## config.mk

```make
export PLATFORM = sky130hd
export DESIGN_NAME = tt_scanner
export DESIGN_NICKNAME = d
export VERILOG_FILES = /design/src/rtl/tt_pkg.sv /design/src/rtl/tt_settle_timer.sv /design/src/rtl/tt_scanner.sv
export SDC_FILE = /design/constraint.sdc
export NUM_CORES = 1
export LEC_CHECK = 0
export CORE_AREA = 2 2 67 69
export CTS_BUF_LIST = sky130_fd_sc_hd__clkbuf_2
export CTS_CLUSTER_SIZE = 40
export DETAILED_ROUTE_END_ITERATION = 8
export DIE_AREA = 0 0 69 71
export PLACE_DENSITY = 0.7
export SYNTH_ARGS = -nofsm -noshare
export SYNTH_HDL_FRONTEND = slang
export SYNTH_SLANG_ARGS = --single-unit
```

## constraint.sdc

```tcl
create_clock -name clk -period 3.8 [get_ports clk]
set_clock_uncertainty 0.1 [all_clocks]
set_input_delay 1.14 -clock clk [delete_from_list [all_inputs] [get_ports clk]]
set_output_delay 1.14 -clock clk [all_outputs]
set_load 0.005 [all_outputs]
```

## src/rtl/tt_pkg.sv

```systemverilog
// Shared types and sizes for the truth-table scanner.
// Holds the FSM state enum, row/mask/count widths.
package tt_pkg;

  localparam int NUM_INPUTS = 4;
  localparam int NUM_ROWS   = 16;
  localparam int MASK_W     = NUM_ROWS;
  localparam int CNT_W      = 5;

  typedef logic [NUM_INPUTS-1:0] row_t;
  typedef logic [MASK_W-1:0]     mask_t;
  typedef logic [CNT_W-1:0]      cnt_t;

  typedef enum logic [1:0] {
    IDLE,
    DRIVE,
    SAMPLE,
    FINISH
  } state_t;

endpackage

```

## src/rtl/tt_settle_timer.sv

```systemverilog
// Settle counter: load restarts it, count advances it, expired marks
// the last hold cycle. Ports: clk, rst_n, load, count, expired.
module tt_settle_timer #(
  parameter int SETTLE_CYCLES = 1
) (
  input  logic clk,
  input  logic rst_n,
  input  logic load,
  input  logic count,
  output logic expired
);

  localparam logic [3:0] LAST =
    (SETTLE_CYCLES == 0) ? 4'd0 : 4'(SETTLE_CYCLES - 1);

  logic [3:0] cyc;

  always_ff @(posedge clk or negedge rst_n) begin
    if (!rst_n) begin
      cyc <= '0;
    end else if (load) begin
      cyc <= '0;
    end else if (count && !expired) begin
      cyc <= cyc + 4'd1;
    end
  end

  assign expired = (cyc == LAST);

endmodule

```

## src/rtl/tt_scanner.sv

```systemverilog
// Sweeps probe over all 16 rows of a 4-input function and records f_in.
// Ports: clk, rst_n, start, f_in, probe, busy, done, minterm_mask/cnt,
// is_const0/1; maxterm_mask/cnt with TT_SCANNER_MAXTERM_EN defined.
module tt_scanner
  import tt_pkg::*;
#(
  parameter int SETTLE_CYCLES = 1
) (
  input  logic        clk,
  input  logic        rst_n,
  input  logic        start,
  input  logic        f_in,
  output logic [3:0]  probe,
  output logic        busy,
  output logic        done,
  output logic [15:0] minterm_mask,
  output logic [4:0]  minterm_cnt,
`ifdef TT_SCANNER_MAXTERM_EN
  output logic [15:0] maxterm_mask,
  output logic [4:0]  maxterm_cnt,
`endif
  output logic        is_const0,
  output logic        is_const1
);

  localparam bit NO_SETTLE = (SETTLE_CYCLES == 0);

  state_t state;
  logic   last_row;
  logic   t_load;
  logic   t_count;
  logic   t_expired;

  assign last_row = (probe == row_t'(NUM_ROWS - 1));

  // Timer restarts whenever a new row is about to be held in DRIVE.
  assign t_load  = ((state == IDLE) && start) ||
                   ((state == SAMPLE) && !last_row);
  assign t_count = (state == DRIVE);

  tt_settle_timer #(
    .SETTLE_CYCLES(SETTLE_CYCLES)
  ) u_settle (
    .clk    (clk),
    .rst_n  (rst_n),
    .load   (t_load),
    .count  (t_count),
    .expired(t_expired)
  );

  always_ff @(posedge clk or negedge rst_n) begin
    if (!rst_n) begin
      state        <= IDLE;
      probe        <= '0;
      minterm_mask <= '0;
      minterm_cnt  <= '0;
`ifdef TT_SCANNER_MAXTERM_EN
      maxterm_mask <= '1;
      maxterm_cnt  <= cnt_t'(NUM_ROWS);
`endif
    end else begin
      unique case (state)
        IDLE: begin
          if (start) begin
            probe        <= '0;
            minterm_mask <= '0;
            minterm_cnt  <= '0;
`ifdef TT_SCANNER_MAXTERM_EN
            maxterm_mask <= '1;
            maxterm_cnt  <= cnt_t'(NUM_ROWS);
`endif
            state <= NO_SETTLE ? SAMPLE : DRIVE;
          end
        end
        DRIVE: begin
          if (t_expired) state <= SAMPLE;
        end
        SAMPLE: begin
          minterm_mask[probe] <= f_in;
          minterm_cnt <= minterm_cnt + cnt_t'(f_in);
`ifdef TT_SCANNER_MAXTERM_EN
          maxterm_mask[probe] <= ~f_in;
          maxterm_cnt <= maxterm_cnt - cnt_t'(f_in);
`endif
          // Probe parks on row 15 through FINISH.
          if (last_row) begin
            state <= FINISH;
          end else begin
            probe <= probe + 4'd1;
            state <= NO_SETTLE ? SAMPLE : DRIVE;
          end
        end
        FINISH: begin
          probe <= '0;
          state <= IDLE;
        end
        default: state <= IDLE;
      endcase
    end
  end

  assign busy = (state == DRIVE) || (state == SAMPLE);
  assign done = (state == FINISH);

  assign is_const0 = (minterm_mask == 16'h0000);
  assign is_const1 = (minterm_mask == 16'hFFFF);

endmodule

```

==> results of run 1 <==
-- power by group through the flow --
stage	Sequential (uW)	Combinational [uW]	Clock (uW)
final	421	560	152
after detailed placement	428	556	0
after CTS	421	560	158
after floorplan	415	369	0
after global routing	430	618	176
after global placement	427	555	0
-- synth_stat cells (all sizes together), types with 2 or more instances --
| master | number |
|---|---|
| or3 | 3 |
| nor4 | 5 |
| mux2i | 2 |
| dfrtp | 31 |
| or3b | 5 |
| nor2 | 4 |
| clkbuf | 2 |
| nand4 | 13 |
| o21ai | 9 |
| nand3b | 9 |
| ha | 13 |
| inv | 26 |
| o22ai | 16 |
| o211ai | 3 |
| a32o | 2 |
| buf | 10 |
| a22o | 2 |
| a21oi | 23 |
| nand2 | 8 |
| nand2b | 2 |
| nor2b | 2 |
| nand3 | 11 |
-- sequential cells by signal (all words and copies together), names as in the netlist --
signal / count
u_settle.cyc: 4
minterm_mask: 16
probe: 4
minterm_cnt: 5
state: 2
-- layout make-up --
class	instances	area, sq um
Inverter	26	97.59
Tap cell	52	65.06
Timing Repair Buffer	35	342.8
Fill cell	413	1952
Multi-Input combinational cell	139	933.4
Sequential cell	31	775.7
Clock inverter	2	7.507
Clock buffer	6	30.03
-- routing by layer --
layer	up-vias	routed length, um	GRT usage, %
met5	-	0	0
met4	0	44	4.575
met3	5	196	4.701
met2	45	2003	28.95
met1	760	1918	23.25
li1	814	-	-
-- stage by stage --
stage	power, uW	hold slack, ps	area, sq um	cells
after global placement	981.6	424.8	2215	283
after detailed placement	983.8	410.1	2215	283
final	1133	440.0	2252	291
after CTS	1139	446.5	2252	291
after global routing	1224	464.5	2252	291
after floorplan	784.1	414.3	1864	208
-- final timing paths --
check	startpoint	end	slack, ps
setup / recovery	minterm_mask[11]	is_const0	670
hold / removal	minterm_cnt[0]	minterm_cnt[0]	440
setup reg to reg	state[0]	probe[3]	1870
hold reg to reg	minterm_cnt[0]	minterm_cnt[0]	440
max in group asynchronous	rst_n	minterm_mask[0]	2260
min in group asynchronous	rst_n	state[0]	1050
-- cells by family after synthesis --
group,count (synthesis),synth area share [%]
simple gates,66,21.48
xor+xnor,1,0.4699
compound gates,57,18.12
mux,2,1.275
buf+inv,38,8.322
flops,31,41.61
fa+ha+maj,13,8.725
==> results.cfg, run 1 <==
[logic_synthesis]
ys_types = 32
synthCells = 208
synth-main-ff-cell = dfrtp_1
synth_edf_count = 0
synth_seq_cells = 31
synth.area.top_cells = dfrtp_1, ha_1, a21oi_1
yosysTopAreaCellShare_pct = 41.61
synth_nets = 225
post-synth-top-area-cell = dfrtp_1
syn_area_sq_um = 1864
syn_avg_cell_area_sq_um = 8.963
ys_seq_area_share_pct = 41.61
async_flop_share_pct = 100.0
yosys_warnings = 0

[setup_path]
start_kind = register
cp.required_ps = 2560
cpMaxStageDelayCell = clkdlybuf4s50_1
crit_family = simple AND/OR/NAND/NOR gates
end_kind = output pin
cp.depth = 3
cp.arrival_ps = 1890
critPathMaxStageDelay_ps = 490
path_max_fanout = 4
r2r_cells = 5
critical_path_class = register to output pin
worstPathCellList = nor4_1, and4_1, clkdlybuf4s50_1
critPathBufInv = 1

[cells_and_area]
antenna_cells = 0
drive_above_1_share_pct = 5.858
layout_commonest_cell = clkdlybuf4s50_1
final_core_util_pct = 53.57
layout_common_cells = clkdlybuf4s50_1, dfrtp_1, inv_1, a21oi_1, o22ai_1
layout.nets = 255
area_delta_synth_final_pct = 20.81

[clocking]
htreeDepth = 2
cts.repair.resized = 0
cts_root_buf = clkbuf_2
cts_buffer_depth = 2
postCtsHoldBufs = 0
post_cts_buffers = 0
cts_buffers = 5
path_clk_slew_ps = 150
clk_latency_ps = 350
cts_tree = yes
cts.sinks = 31

[power]
p_seq_share_pct = 37.1
combPwrFrac_pct = 49.4
p_switching_uw = 465.2
internal-power_uw = 668.0
peakVddDrop_v = 0.0003892
powerDensity_nw_per_um2 = 503.2
pwr-share-clk_pct = 13.4
switching_share_pct = 41.05
leakage_uw = 0.0008983

[floorplanning]
chipWidth_um = 69
fp.dieH_um = 71
die-area_sq_um = 4899
row_count = 24
core_area_sq_um = 4204
floorplan.io_pins = 33
initial_utilization_pct = 44.35

[drt]
avgRoutedWirePerCell_um = 14.30
vias = 1624
drt-pass1-iter-count = 5
drtAntennaViolNets = 0
wl_um = 4162
vias_per_cell = 5.581
drt_iter0_markers = 83
remaining_drc_errors = 0

[global_routing]
antenna_found_initial = 0
grt_pass1_vias = 1456
gr-usage-all-layers_pct = 17.61
grt_pass1_wl_um = 6955
globalRoute.totalOverflow = 0
grt_max_degree = 34

[sta]
period_needed_ps = 3125
hold_viol_final = 0
finalWorstSetupSlack_ps = 674.8
slew_viol_final = 0
post-route-period-util_pct = 82.24
rsz0062_at_grt = no
clock.fmax_ghz = 0.3200
fin_setup_tns_ps = 0
tightest_slew_ps = 629.0
slew_headroom_pct = 58.07
setup_viol = 0

[placement]
place_ws_ps = 984.6
dpl.hpwl_um = 2887
place_congestion = 0.7988
port-buffer-count = 32

[flow_run]
maxCapViolCount = 0

[hold_path]
hold_depth = 1
hold_path.class = register to register

[status]
status = finished clean
(Power assumes the default switching activity.)
==> run 2, diff against run 1 <==
==> constraint.sdc (replaced) <==
create_clock -name clk -period 3.12 [get_ports clk]
set_clock_uncertainty 0.1 [all_clocks]
set_input_delay 0.936 -clock clk [delete_from_list [all_inputs] [get_ports clk]]
set_output_delay 0.936 -clock clk [all_outputs]
set_load 0.005 [all_outputs]
==> run 2 against run 1 <==
Register-to-register slack got worse by 730 ps. Die area did not move. Combinational power rose by 24%. Flip-flop and latch count unchanged. Largest power group unchanged. Clock-buffer cell count fell by 1. Largest cell class unchanged. Final area is 0.17% higher. First-iteration DRC count increased by 57%.
==> results.cfg, run 2 (synthesis results as in run 1) <==
[status]
status = finished clean

[setup_path]
path_max_fanout = 4
r2r_cells = 6
critical_path_class = register to output pin
end_kind = output pin
cp.required_ps = 2080
start_kind = register
reg2reg_to = minterm_mask[11]
crit_family = simple AND/OR/NAND/NOR gates
cpMaxStageDelayCell = clkdlybuf4s50_1
cp.arrival_ps = 1930
critPathBufInv = 1
worstPathCellList = nor4_1, and4_1, clkdlybuf4s50_1
critPathMaxStageDelay_ps = 490
r2r_setup_slack_ps = 1140
worstReg2RegStart = state[0]

[floorplanning]
row_count = 24
fp.dieH_um = 71
chipWidth_um = 69
initial_utilization_pct = 44.35
floorplan.io_pins = 33
core_area_sq_um = 4204
die-area_sq_um = 4899

[clocking]
post_cts_buffers = 0
cts.sinks = 31
htreeDepth = 2
cts_buffer_depth = 2
cts.repair.resized = 0
cts_buffers = 5
path_clk_slew_ps = 160
postCtsHoldBufs = 0
cts_root_buf = clkbuf_2
clk_latency_ps = 350
cts_tree = yes

[sta]
setup_viol = 0
fin_setup_tns_ps = 0
clock.fmax_ghz = 0.3371
rsz0062_at_grt = no
slew_viol_final = 0
post-route-period-util_pct = 95.09
slew_headroom_pct = 59.65
tightest_slew_ps = 605.3
period_needed_ps = 2967
hold_viol_final = 0
finalWorstSetupSlack_ps = 153.1

[placement]
place_ws_ps = 507.9
dpl.cell_count = 284
dpl.hpwl_um = 2977
port-buffer-count = 32
place_congestion = 0.7834
placed_area_sq_um = 2222

[cells_and_area]
largest_register_ffs = 16
design_area_sq_um = 2256
antenna_cells = 0
stdcell_count = 291
layout.nets = 256
layout_common_cells = clkdlybuf4s50_1, dfrtp_1, inv_1, a21oi_1, o22ai_1
regMostFlops = minterm_mask
nFillCells = 415
largestRegisters = minterm_mask: 16 flops, minterm_cnt: 5 flops
area_delta_synth_final_pct = 21.01
layout_commonest_cell = clkdlybuf4s50_1
drive_above_1_share_pct = 6.276

[drt]
remaining_drc_errors = 0
avgRoutedWirePerCell_um = 14.51
vias = 1640
met2_length_um = 2095
wirelength_met1_um = 1906
drt_iter0_markers = 130
topRoutingLayerUsed = met4
drt-pass1-iter-count = 4
drtAntennaViolNets = 0
dr_wl_met3_um = 199
wl_um = 4223
vias_per_cell = 5.636

[global_routing]
grt_max_degree = 37
gr-usage-all-layers_pct = 17.76
grt_pass1_vias = 1517
antenna_found_initial = 0
globalRoute.totalOverflow = 0
grt_pass1_wl_um = 7072

[power]
peakVddDrop_v = 0.0005533
powerDensity_nw_per_um2 = 611.3
total_power_uw = 1379
leakage_uw = 0.0009020

[flow_run]
maxCapViolCount = 0

[hold_path]
hold_path_end = minterm_cnt[0]
hold_depth = 1
min_from = minterm_cnt[0]
hold_path.class = register to register
[run 2: cell type report]
| cell class | count | area (sq um) | area share, % |
|---|---|---|---|
| repair buffers | 36 | 350.3 | 15.53 |
| flip-flops and latches | 31 | 775.7 | 34.39 |
| inverters | 26 | 97.59 | 4.326 |
| clock buffers | 5 | 25.02 | 1.109 |
| well taps | 52 | 65.06 | 2.884 |
| clock inverters | 2 | 8.758 | 0.3882 |
| multi-input cells | 139 | 933.4 | 41.38 |
[run 2: metrics by stage]
| step | util (%) | hold WS (ps) |
|---|---|---|
| after floorplan | - | 414.3 |
| after global placement | 52.86 | 420.3 |
| after detailed placement | 52.86 | 419.6 |
| after CTS | 53.66 | 453.2 |
| after global routing | 53.66 | 472.1 |
| final | 53.66 | 448.0 |
[run 2: power breakdown]
part / switching [uW] / internal, uW
Sequential: 56.8 / 449
Clock: 134 / 47.4
Combinational: 381 / 311
[run 2: worst max path at each step]
stage,startpoint,end,cells after the start
detailed placement,f_in,minterm_cnt[4],6
global placement,f_in,minterm_cnt[4],6
floorplan,f_in,minterm_cnt[4],5
finish,minterm_mask[11],is_const0,3
CTS,minterm_mask[11],is_const0,3
global route,minterm_mask[11],is_const0,3
[run 2: per-layer routing]
| metal | global-route usage, % | vias up |
|---|---|---|
| li1 | - | 824 |
| met1 | 22.86 | 768 |
| met2 | 30.56 | 46 |
| met3 | 4.274 | 2 |
| met4 | 3.922 | 0 |
| met5 | 0 | - |
